--- src/rtl/mul_ctrl_pkg.sv ---
// mul_ctrl_pkg: shared types and helpers for the RV32M multiply issue controller.
// Holds the opcode encoding, controller state encoding, operand sign class,
// and the magnitude/negate helpers used by the controller and its fixup stage.
package mul_ctrl_pkg;

  typedef enum logic [1:0] {
    OP_MUL    = 2'b00,
    OP_MULH   = 2'b01,
    OP_MULHSU = 2'b10,
    OP_MULHU  = 2'b11
  } mul_op_e;

  typedef enum logic [2:0] {
    S_IDLE    = 3'd0,
    S_LAUNCH  = 3'd1,
    S_WAIT    = 3'd2,
    S_CORRECT = 3'd3,
    S_RESP    = 3'd4
  } ctrl_state_e;

  // Signedness class of an operand pair; MUL and MULHU share UU.
  typedef enum logic [1:0] {
    CLS_UU = 2'd0,
    CLS_SU = 2'd1,
    CLS_SS = 2'd2
  } sign_cls_e;

  // Two's-complement magnitude when neg is set. 0x80000000 maps to itself,
  // which is the correct unsigned magnitude.
  function automatic logic [31:0] abs32(input logic [31:0] v, input logic neg);
    return neg ? (~v + 32'd1) : v;
  endfunction

  function automatic logic [63:0] neg64(input logic [63:0] v);
    return ~v + 64'd1;
  endfunction

  function automatic sign_cls_e op_class(input mul_op_e op);
    sign_cls_e cls;
    case (op)
      OP_MULH:   cls = CLS_SS;
      OP_MULHSU: cls = CLS_SU;
      default:   cls = CLS_UU;
    endcase
    return cls;
  endfunction

endpackage

--- src/rtl/mul_sign_fixup.sv ---
// mul_sign_fixup: combinational sign correction of the 64-bit unsigned product
// followed by selection of the low (MUL) or high (MULH*) result word.
module mul_sign_fixup
  import mul_ctrl_pkg::*;
(
  input  logic [63:0] prod_i,
  input  logic        neg_i,
  input  logic        hi_i,
  output logic [63:0] prod_o,
  output logic [31:0] word_o
);

  assign prod_o = neg_i ? neg64(prod_i) : prod_i;
  assign word_o = hi_i ? prod_o[63:32] : prod_o[31:0];

endmodule

--- src/rtl/mul_issue_ctrl.sv ---
// mul_issue_ctrl: execute-stage sequencer for the shared 32x32 iterative
// unsigned multiplier (RV32M MUL/MULH/MULHSU/MULHU). Operands are reduced to
// magnitudes, the multiplier is launched with a one-cycle pulse, the product
// is sign-corrected and the selected word is held as a valid/ready response.
// Optional: define MUL_RESULT_REUSE_EN to add a one-entry result cache that
// lets a repeated operand pair skip the multiplier entirely.
module mul_issue_ctrl
  import mul_ctrl_pkg::*;
#(
  parameter int XLEN        = 32,  // only 32 is supported
  parameter int TIMEOUT_CYC = 63
) (
  input  logic              clk,
  input  logic              rst,
  input  logic              req_valid,
  output logic              req_ready,
  input  logic [1:0]        req_op,
  input  logic [XLEN-1:0]   req_rs1,
  input  logic [XLEN-1:0]   req_rs2,
  input  logic [4:0]        req_rd,
  input  logic              flush,
  output logic              mul_start,
  output logic [XLEN-1:0]   mul_a,
  output logic [XLEN-1:0]   mul_b,
  input  logic [2*XLEN-1:0] mul_product,
  input  logic              mul_ready,
  output logic              resp_valid,
  input  logic              resp_ready,
  output logic [XLEN-1:0]   resp_data,
  output logic [4:0]        resp_rd,
  output logic              resp_err,
  output logic              busy
);

  localparam int              WD_W     = $clog2(TIMEOUT_CYC + 1);
  localparam logic [WD_W-1:0] WD_LIMIT = WD_W'(TIMEOUT_CYC);

  ctrl_state_e     state_q, state_d;
  mul_op_e         op_q, op_d;
  logic [4:0]      rd_q, rd_d;
  logic [31:0]     a_q, a_d, b_q, b_d;
  logic            neg_res_q, neg_res_d;
  logic            rdy_prev_q;
  logic [WD_W-1:0] wd_q, wd_d;
  logic [63:0]     prod_q, prod_d;
  logic [31:0]     rdata_q, rdata_d;
  logic            err_q, err_d;

  mul_op_e req_op_e;
  logic    req_neg_a, req_neg_b;
  logic    rdy_rise;

  logic [63:0] fix_prod, fix_p;
  logic [31:0] fix_word;
  logic        fix_neg, fix_hi;

  assign req_op_e  = mul_op_e'(req_op);
  assign req_neg_a = req_rs1[31] & ((req_op_e == OP_MULH) || (req_op_e == OP_MULHSU));
  assign req_neg_b = req_rs2[31] & (req_op_e == OP_MULH);
  // A ready level left high by a previous operation must not count as done.
  assign rdy_rise  = mul_ready & ~rdy_prev_q;

`ifdef MUL_RESULT_REUSE_EN
  logic        c_vld_q, c_vld_d;
  logic [31:0] c_rs1_q, c_rs1_d, c_rs2_q, c_rs2_d;
  sign_cls_e   c_cls_q, c_cls_d;
  logic [63:0] c_prod_q, c_prod_d;
  logic        hit_q, hit_d;
  logic [31:0] rs1_q, rs1_d, rs2_q, rs2_d;
  sign_cls_e   cls_q, cls_d;
  sign_cls_e   req_cls;
  logic        req_hit;

  assign req_cls = op_class(req_op_e);
  // MUL only needs the low word, which is identical for every sign class.
  assign req_hit = c_vld_q && (c_rs1_q == req_rs1) && (c_rs2_q == req_rs2) &&
                   ((req_op_e == OP_MUL) || (c_cls_q == req_cls));
  // Cached products are already corrected, so a hit bypasses the negate.
  assign fix_prod = hit_q ? c_prod_q : prod_q;
  assign fix_neg  = hit_q ? 1'b0 : neg_res_q;
`else
  assign fix_prod = prod_q;
  assign fix_neg  = neg_res_q;
`endif
  assign fix_hi = (op_q != OP_MUL);

  mul_sign_fixup u_fixup (
    .prod_i (fix_prod),
    .neg_i  (fix_neg),
    .hi_i   (fix_hi),
    .prod_o (fix_p),
    .word_o (fix_word)
  );

  assign mul_a     = a_q;
  assign mul_b     = b_q;
  assign resp_data = rdata_q;
  assign resp_rd   = rd_q;
  assign resp_err  = err_q;
  assign busy      = (state_q != S_IDLE);

  // Next-state, handshake outputs and register updates for the issue FSM.
  always_comb begin
    state_d   = state_q;
    op_d      = op_q;
    rd_d      = rd_q;
    a_d       = a_q;
    b_d       = b_q;
    neg_res_d = neg_res_q;
    wd_d      = wd_q;
    prod_d    = prod_q;
    rdata_d   = rdata_q;
    err_d     = err_q;
`ifdef MUL_RESULT_REUSE_EN
    c_vld_d   = c_vld_q;
    c_rs1_d   = c_rs1_q;
    c_rs2_d   = c_rs2_q;
    c_cls_d   = c_cls_q;
    c_prod_d  = c_prod_q;
    hit_d     = hit_q;
    rs1_d     = rs1_q;
    rs2_d     = rs2_q;
    cls_d     = cls_q;
`endif
    req_ready  = 1'b0;
    mul_start  = 1'b0;
    resp_valid = 1'b0;

    unique case (state_q)
      S_IDLE: begin
        req_ready = ~flush;
        if (req_valid && !flush) begin
          op_d      = req_op_e;
          rd_d      = req_rd;
          a_d       = abs32(req_rs1, req_neg_a);
          b_d       = abs32(req_rs2, req_neg_b);
          neg_res_d = req_neg_a ^ req_neg_b;
          wd_d      = '0;
          err_d     = 1'b0;
          state_d   = S_LAUNCH;
`ifdef MUL_RESULT_REUSE_EN
          rs1_d = req_rs1;
          rs2_d = req_rs2;
          cls_d = req_cls;
          hit_d = req_hit;
          if (req_hit) state_d = S_CORRECT;
`endif
        end
      end
      S_LAUNCH: begin
        mul_start = 1'b1;
        wd_d      = wd_q + WD_W'(1);
        state_d   = S_WAIT;
      end
      S_WAIT: begin
        if (rdy_rise) begin
          prod_d  = mul_product;
          state_d = S_CORRECT;
        end else if (wd_q == WD_LIMIT) begin
          err_d   = 1'b1;
          rdata_d = '0;
          state_d = S_RESP;
`ifdef MUL_RESULT_REUSE_EN
          c_vld_d = 1'b0;
`endif
        end else begin
          wd_d = wd_q + WD_W'(1);
        end
      end
      S_CORRECT: begin
        // prod_q is left holding the corrected product.
        prod_d  = fix_p;
        rdata_d = fix_word;
        err_d   = 1'b0;
        state_d = S_RESP;
`ifdef MUL_RESULT_REUSE_EN
        if (!hit_q) begin
          c_vld_d  = 1'b1;
          c_rs1_d  = rs1_q;
          c_rs2_d  = rs2_q;
          c_cls_d  = cls_q;
          c_prod_d = fix_p;
        end
`endif
      end
      S_RESP: begin
        resp_valid = ~flush;
        if (resp_ready && !flush) state_d = S_IDLE;
      end
      default: state_d = S_IDLE;
    endcase

    // Flush wins over completion and over the response handshake.
    if (flush && (state_q != S_IDLE)) begin
      state_d = S_IDLE;
`ifdef MUL_RESULT_REUSE_EN
      c_vld_d = 1'b0;
`endif
    end
  end

  // Control state and output-visible registers, cleared by async reset.
  always_ff @(posedge clk or negedge rst) begin
    if (!rst) begin
      state_q    <= S_IDLE;
      op_q       <= OP_MUL;
      rd_q       <= '0;
      a_q        <= '0;
      b_q        <= '0;
      rdy_prev_q <= 1'b0;
      wd_q       <= '0;
      rdata_q    <= '0;
      err_q      <= 1'b0;
`ifdef MUL_RESULT_REUSE_EN
      c_vld_q    <= 1'b0;
      hit_q      <= 1'b0;
`endif
    end else begin
      state_q    <= state_d;
      op_q       <= op_d;
      rd_q       <= rd_d;
      a_q        <= a_d;
      b_q        <= b_d;
      rdy_prev_q <= mul_ready;
      wd_q       <= wd_d;
      rdata_q    <= rdata_d;
      err_q      <= err_d;
`ifdef MUL_RESULT_REUSE_EN
      c_vld_q    <= c_vld_d;
      hit_q      <= hit_d;
`endif
    end
  end

  // Datapath payload registers; only read when the control state qualifies them.
  always_ff @(posedge clk) begin
    neg_res_q <= neg_res_d;
    prod_q    <= prod_d;
`ifdef MUL_RESULT_REUSE_EN
    c_rs1_q   <= c_rs1_d;
    c_rs2_q   <= c_rs2_d;
    c_cls_q   <= c_cls_d;
    c_prod_q  <= c_prod_d;
    rs1_q     <= rs1_d;
    rs2_q     <= rs2_d;
    cls_q     <= cls_d;
`endif
  end

endmodule

--- config.mk ---
export PLATFORM = sky130hd
export DESIGN_NAME = mul_issue_ctrl
export DESIGN_NICKNAME = d
export VERILOG_FILES = /design/src/rtl/mul_ctrl_pkg.sv /design/src/rtl/mul_sign_fixup.sv /design/src/rtl/mul_issue_ctrl.sv
export SDC_FILE = /design/constraint.sdc
export NUM_CORES = 1
export LEC_CHECK = 0
export CORE_MARGIN = 1
export CORE_UTILIZATION = 30
export CTS_CLUSTER_SIZE = 14
export DETAILED_ROUTE_END_ITERATION = 8
export PLACE_DENSITY_LB_ADDON = 0.25
export RECOVER_POWER = 50
export REMOVE_ABC_BUFFERS = 1
export SKIP_LAST_GASP = 1
export SYNTH_ARGS = -nofsm -noshare
export SYNTH_HDL_FRONTEND = slang
export SYNTH_SLANG_ARGS = --single-unit
--- constraint.sdc ---
create_clock -name clk -period 3.3 [get_ports clk]
set_input_delay 0.66 -clock clk [delete_from_list [all_inputs] [get_ports clk]]
set_output_delay 0.66 -clock clk [all_outputs]
set_load 0.005 [all_outputs]
==> results of run 1 <==
==> metal layers <==
metal	wire, um	part of all wire, %	vias up
li1	-	-	4759
met1	15110	42	4658
met2	16350	46	360
met3	3346	9.4	41
met4	957	2.7	0
met5	0	0	-
==> stage by stage <==
step	std cells	setup TNS (ps)	total power [uW]	util [%]	instance area, um^2
after floorplan	1099	-28870	4297	-	10360
after global placement	1851	0	5993	39.95	13870
after detailed placement	1851	0	6020	39.95	13870
after CTS	1883	0	8122	41.59	14440
after global routing	1883	0	8305	41.45	14390
final	1884	0	7829	41.46	14390
==> worst min-delay path, cell delays in order (launching register included) <==
cell	delay, ps
dfrtp_1	340
nand2_1	50
nand2_1	50
==> worst max-delay path by stage <==
stage | start | end | slack (ps) | cells after the start
global placement | req_rs1[1] | mul_a[19]$_DFFE_PN0P_ | 180 | 7
CTS | fix_prod[50]$_DFFE_PP_ | fix_prod[60]$_DFFE_PP_ | 140 | 6
detailed placement | req_rs1[0] | mul_a[16]$_DFFE_PN0P_ | 150 | 10
finish | fix_prod[50]$_DFFE_PP_ | fix_prod[56]$_DFFE_PP_ | 140 | 6
global route | fix_prod[50]$_DFFE_PP_ | fix_prod[56]$_DFFE_PP_ | 1 | 6
floorplan | state_q[1]$_DFFE_PN0P_ | resp_data[23]$_DFFE_PN0P_ | -1080 | 6
==> sequential cells by signal, summed over array words and instances, names as in the netlist <==
name,cells
resp_err,1
wd_q,6
state_q,3
mul_b,32
fix_prod,64
op_q,2
rdy_prev_q,1
resp_rd,5
fix_neg,1
mul_a,32
resp_data,32
==> layout make-up <==
class | instances | area (um^2)
diodes | 1 | 2.502
clock buffers | 19 | 432.9
clock inverters | 13 | 135.1
fillers | 3469 | 20320
inverters | 23 | 86.33
multi-input cells | 897 | 5484
flip-flops and latches | 179 | 4805
well taps | 455 | 569.3
repair buffers | 297 | 2878
==> placed cells by master (no fill, tap or decap), types with 7 or more instances in the layout <==
| cell | count |
|---|---|
| o41ai_1 | 18 |
| o221ai_1 | 11 |
| xnor2_1 | 39 |
| nand3_1 | 19 |
| nor3_1 | 27 |
| buf_4 | 42 |
| nand4_1 | 9 |
| xor2_1 | 85 |
| mux2i_1 | 8 |
| or3_1 | 21 |
| nand2b_1 | 12 |
| a22oi_1 | 8 |
| a21oi_1 | 31 |
| nor4_1 | 19 |
| dfrtp_1 | 114 |
| nor2_1 | 56 |
| a31oi_1 | 7 |
| nand2_1 | 198 |
| o21ai_0 | 164 |
| dlygate4sd3_1 | 90 |
| o31ai_1 | 30 |
| clkdlybuf4s50_1 | 155 |
| or4_1 | 22 |
| o21ai_1 | 10 |
| inv_1 | 23 |
| edfxtp_1 | 65 |
| clkbuf_16 | 17 |
| or2_2 | 7 |
==> power by group <==
| part | switching [uW] | leakage (uW) | internal (uW) |
|---|---|---|---|
| registers | 404 | 0.00201 | 2890 |
| logic | 1140 | 0.00335 | 1340 |
| clock network | 934 | 0.000270 | 1110 |
==> logic make-up (layout without fill, tap and decap cells) <==
group                    after synthesis  in the layout
multiplexers                          13             13
AND/OR/NAND/NOR                      424            424
adder cells (fa/ha/maj)                5              5
XOR/XNOR                             124            124
flip-flops                           179            179
AO/OA/AOI/OAI                        331            331
other                                  0              1
buffers and inverters                 95            352
==> metrics.yaml, run 1 <==
status: "finished with violations"
violations: "capacitance limit, slew limit"
rr_worst_depth: 6
clockRootBuffer: "clkbuf_16"
gr-max-usage-layer: "met2"
vias: 9818
ios: 247
port-buffer-count: 246
p_per_area_nw_per_um2: 544.0
yosys_warnings: 0
synth_most_common_cell: "nand2_1"
via_per_inst: 5.211
dieArea_um2: 36290
die_w_um: 190.5
grtUsageMet3_pct: 6.754
drt_pass1_iterations: 5
muxShareOfSynthArea_pct: 1.279
cts_hold_buffers: 0
drc: 0
yosys-top-cells-area: "dfrtp_1 (27%), edfxtp_1 (18%), o21ai_0 (7.7%), xor2_1 (7.0%), nand2_1 (7.0%)"
worstMarginPinSlew_ps: 1806
max_freq_mhz: 316.8
grt_overflow: 0
synth_cell_types: 72
yosys.area_share.adder_pct: 0.5869
synth_top_family_by_area: "compound AO/OA/AOI/OAI gates"
grt_use_total_pct: 19.89
path_buf_inv: 0
grt_setup_unrepaired: "no"
cts-buffers-inserted: 17
synthArstFlopShare_pct: 63.69
ys_seq_area_share_pct: 45.07
path_cells: "or4_4, or4_1, or4_1, o21ai_0, xor2_1, o21ai_0"
fin_crit_sh_pct: 95.65
synth-main-ff-cell: "dfrtp_1"
peakVddDrop_mv: 0.3942
synth-seq-cells: 179
drtIter0Drc: 571
yosysTopAreaCell: "dfrtp_1"
fin_ws_ps: 143.4
postRouteAntennaNets: 0
worstHoldStart: "resp_rd[0]$_DFFE_PN0P_"
worst_clock_skew_ps: 9.291
routed_wl_mm: 35.76
netlist.area_leader.share_pct: 26.76
die_h_um: 190.5
clockBufferDepth: 2
netlist_instances: 1171
met1_usage_pct: 24.41
gp_congestion: 0.8581
yosys-top-cells-count: "nand2_1 (198), o21ai_0 (164), dfrtp_1 (114)"
setup-violations-final: 0
area_growth_pct: 35.01
cts.clk_slew.worst_paths_ps: 70
hold_path.class: "reg2reg"
crit_path_start_kind: "flop"
h-tree-depth: 4
grt_pass1_wl_mm: 55.00
wl_per_cell_um: 18.98
grt_max_degree: 134
critPathArrivalTime_ps: 3340
postCtsSetupRepairBufs: 0
relSlewSlack_pct: -20.43
worst-setup-path-type: "reg2reg"
endpoint_kind: "flop"
synth_area_per_cell_um2: 9.104
whs_ps: 469.5
grt_pass1_vias: 9748
design.core.area_um2: 34710
drive_gt1_share_pct: 7.843
synth_compound_area_share_pct: 20.13
slowest_stage: "or4_1"
dp_hpwl_mm: 26.30
fin_crit_ps: 3157
slew_violations: 31
synth-simple-area-share_pct: 19.15
hold_viol: 0
grt_antenna_before_repair: 1
cts_resized: 0
rows: 68
clock_sinks: 179
cp_top_family: "simple AND/OR/NAND/NOR gates"
crit_fanout: 6
rr_endpoint: "fix_prod[56]$_DFFE_PP_"
p_leak_uw: 0.005628
synth_area_um2: 10660
holdPathStages: 2
slowest_delay_ps: 640
dp_worst_setup_slack_ps: 147.8
clock_latency_ps: 450
start_util_pct: 30.71
synth-edff-count: 65
r2r-start: "fix_prod[50]$_DFFE_PP_"
cts_tree: "built"
worst-r2r-setup-slack_ps: 140
nets: 1561
hold_end: "resp_rd[0]$_DFFE_PN0P_"
drv_cap: 1
synth-xor-area-share_pct: 10.19
met2_usage_pct: 32.04
cp.required_ps: 3480
Note: power is estimated with default switching activity, not from simulation.
==> run 2, diff against run 1 <==
CAP_MARGIN = 40   (was not set)
==> results of run 2 <==
Final layout, timing and power as in run 1 (identical DEF).
==> run 3, diff against run 2 <==
CORE_UTILIZATION = 51   (was 30)
==> metrics.yaml, run 3 (same netlist as run 1, synthesis figures left out) <==
cts_resized: 0  # unchanged
layout_common_cells: "nand2_1 (198), o21ai_0 (164), clkdlybuf4s50_1 (153), dfrtp_1 (114), dlygate4sd3_1 (92)"  # was nand2_1 (198), o21ai_0 (164), clkdlybuf4s50_1 (155), dfrtp_1 (114), dlygate4sd3_1 (90)
p_seq_share_pct: 42.6  # was 42.1%
rr_worst_depth: 7  # was 6
worstMarginPinSlew_ps: 1697  # was 1806 ps
postRouteAntennaNets: 0  # unchanged
critPathArrivalTime_ps: 3300  # was 3340 ps
clockBufferDepth: 2  # unchanged
ios: 247  # unchanged
worst-setup-path-type: "reg2reg"  # unchanged
dp_worst_setup_slack_ps: 113.5  # was 147.8 ps
via_per_inst: 5.933  # was 5.211
intPower_uw: 5282  # was 5353 uW
clkPwrFrac_pct: 25.7  # was 26.2%
cts_tree: "built"  # unchanged
area_growth_pct: 31.73  # was 35.01%
fin_setup_tns_ps: 0  # unchanged
grt_setup_unrepaired: "no"  # unchanged
wl_per_cell_um: 18.74  # was 18.98 um
die_h_um: 146.6  # was 190.5 um
h-tree-depth: 4  # unchanged
peakVddDrop_mv: 0.3667  # was 0.3942 mV
holdPathStages: 2  # unchanged
crit_path_start_kind: "flop"  # unchanged
grt_pass1_vias: 9615  # was 9,748
largest_register_ffs: 64  # unchanged
clockRootBuffer: "clkbuf_16"  # unchanged
p_sw_uw: 2407  # was 2476 uW
port-buffer-count: 246  # unchanged
worst_clock_skew_ps: 10.82  # was 9.291 ps
p_sw_share_pct: 31.31  # was 31.62%
fin_crit_ps: 3151  # was 3157 ps
drc: 0  # unchanged
drt_pass1_iterations: 6  # was 5
fin_crit_sh_pct: 95.50  # was 95.65%
cts.clk_slew.worst_paths_ps: 70  # about the same
grt_use_total_pct: 29.90  # was 19.89%
setup-violations-final: 0  # unchanged
final_core_util_pct: 68.95  # was 41.46%
clock_sinks: 179  # unchanged
drtIter0Drc: 762  # was 571
relSlewSlack_pct: -13.15  # was -20.43%
vias: 9985  # was 9,818
p_leak_uw: 0.005579  # was 0.005628 uW
max_freq_mhz: 317.3  # was 316.8 MHz
endpoint_kind: "flop"  # unchanged
dp_hpwl_mm: 22.13  # was 26.30 mm
start_util_pct: 52.35  # was 30.71%
violations: "capacitance limit, slew limit"  # unchanged
slew_violations: 115  # was 31
nets: 1546  # was 1,561
drv_cap: 1  # unchanged
final_common_cell: "nand2_1"  # unchanged
antenna_cells: 0  # was 1
hold_viol: 0  # unchanged
grt_overflow: 0  # unchanged
cts-buffers-inserted: 17  # unchanged
p_per_area_nw_per_um2: 547.6  # was 544.0 nW/um^2
gp_congestion: 0.9027  # was 0.8581
grt_max_degree: 134  # unchanged
rows: 52  # was 68
grt_pass1_wl_mm: 50.43  # was 55.00 mm
clock_latency_ps: 440  # was 450 ps
drive_gt1_share_pct: 7.360  # was 7.843%
cts_hold_buffers: 0  # unchanged
hold_path.class: "reg2reg"  # unchanged
dieArea_um2: 21480  # was 36,290 um^2
postCtsSetupRepairBufs: 0  # unchanged
crit_fanout: 5  # was 6
pwr-share-comb_pct: 31.6  # was 31.7%
fin_ws_ps: 148.6  # was 143.4 ps
fillers: 1622  # was 3,469
die_w_um: 146.6  # was 190.5 um
design.core.area_um2: 20360  # was 34,710 um^2
power.total_uw: 7689  # was 7829 uW
cp.required_ps: 3450  # was 3480 ps
routed_wl_mm: 31.55  # was 35.76 mm
grt_antenna_before_repair: 0  # was 1
status: "finished with violations"  # unchanged
[run 3: cell count changes in the layout (fill, tap and decap cells not counted), sizes merged]
| cell | previous run | this run |
|---|---|---|
| clkbuf | 25 | 23 |
| bufinv | 2 | 0 |
| clkdlybuf4s50 | 155 | 153 |
| clkinv | 8 | 4 |
| dlygate4sd3 | 90 | 92 |
| inv | 24 | 30 |
| buf | 46 | 34 |
| clkinvlp | 2 | 1 |
| diode | 1 | 0 |
[run 3: worst paths after layout]
| path | from | endpoint | slack, ps |
|---|---|---|---|
| worst max register to register | fix_prod[23]$_DFFE_PP_ | fix_prod[50]$_DFFE_PP_ | 150 |
| worst min-delay path | resp_rd[1]$_DFFE_PN0P_ | resp_rd[1]$_DFFE_PN0P_ | 470 |
| worst min register to register | resp_rd[1]$_DFFE_PN0P_ | resp_rd[1]$_DFFE_PN0P_ | 470 |
| min in group asynchronous | rst | resp_data[6]$_DFFE_PN0P_ | 750 |
| worst max-delay path | fix_prod[23]$_DFFE_PP_ | fix_prod[50]$_DFFE_PP_ | 150 |
| max in group asynchronous | rst | mul_a[29]$_DFFE_PN0P_ | 1460 |
[run 3: power by group through the flow]
stage               logic, uW  clock network [uW]  registers (uW)
floorplan                 982                   0            3310
CTS                      2630                2010            3300
finish                   2430                1980            3280
global route             2680                2110            3360
detailed placement       2610                   0            3330
global placement         2560                   0            3310
[run 3: routing by layer]
layer	wire [um]	track usage [%]	vias to the layer above	share of wire, %
met5	0	0	-	0
met4	673	10.10	0	2.1
met3	2966	9.156	56	9.4
met2	15390	49.64	459	49
met1	12520	36.93	4740	40
li1	-	-	4730	-
[run 3: final cells by class]
cell class / instances / area, um^2 / area share [%]
clock buffers: 20 / 478.0 / 3.404
clock inverters: 12 / 91.34 / 0.6505
inverters: 23 / 86.33 / 0.6148
well taps: 270 / 337.8 / 2.406
flip-flops and latches: 179 / 4805 / 34.22
repair buffers: 282 / 2768 / 19.71
multi-input cells: 897 / 5477 / 39.00
[run 3: worst max-delay path, stage by stage, from the launching register on]
cell      delay [ps]
edfxtp_1         500
or4_4            580
or4b_4           530
or3_1            370
buf_4            200
o41ai_2          350
xor2_1           230
o21ai_0          110
[run 3: through the flow]
step           instances  area (um^2)  hold WS, ps
2_1_floorplan       1099        10360        364.4
3_3_place_gp        1651        13510        455.4
3_5_place_dp        1651        13510        460.3
4_1_cts             1683        14070        342.7
5_1_grt             1683        14040        503.0
6_report            1683        14040        471.2
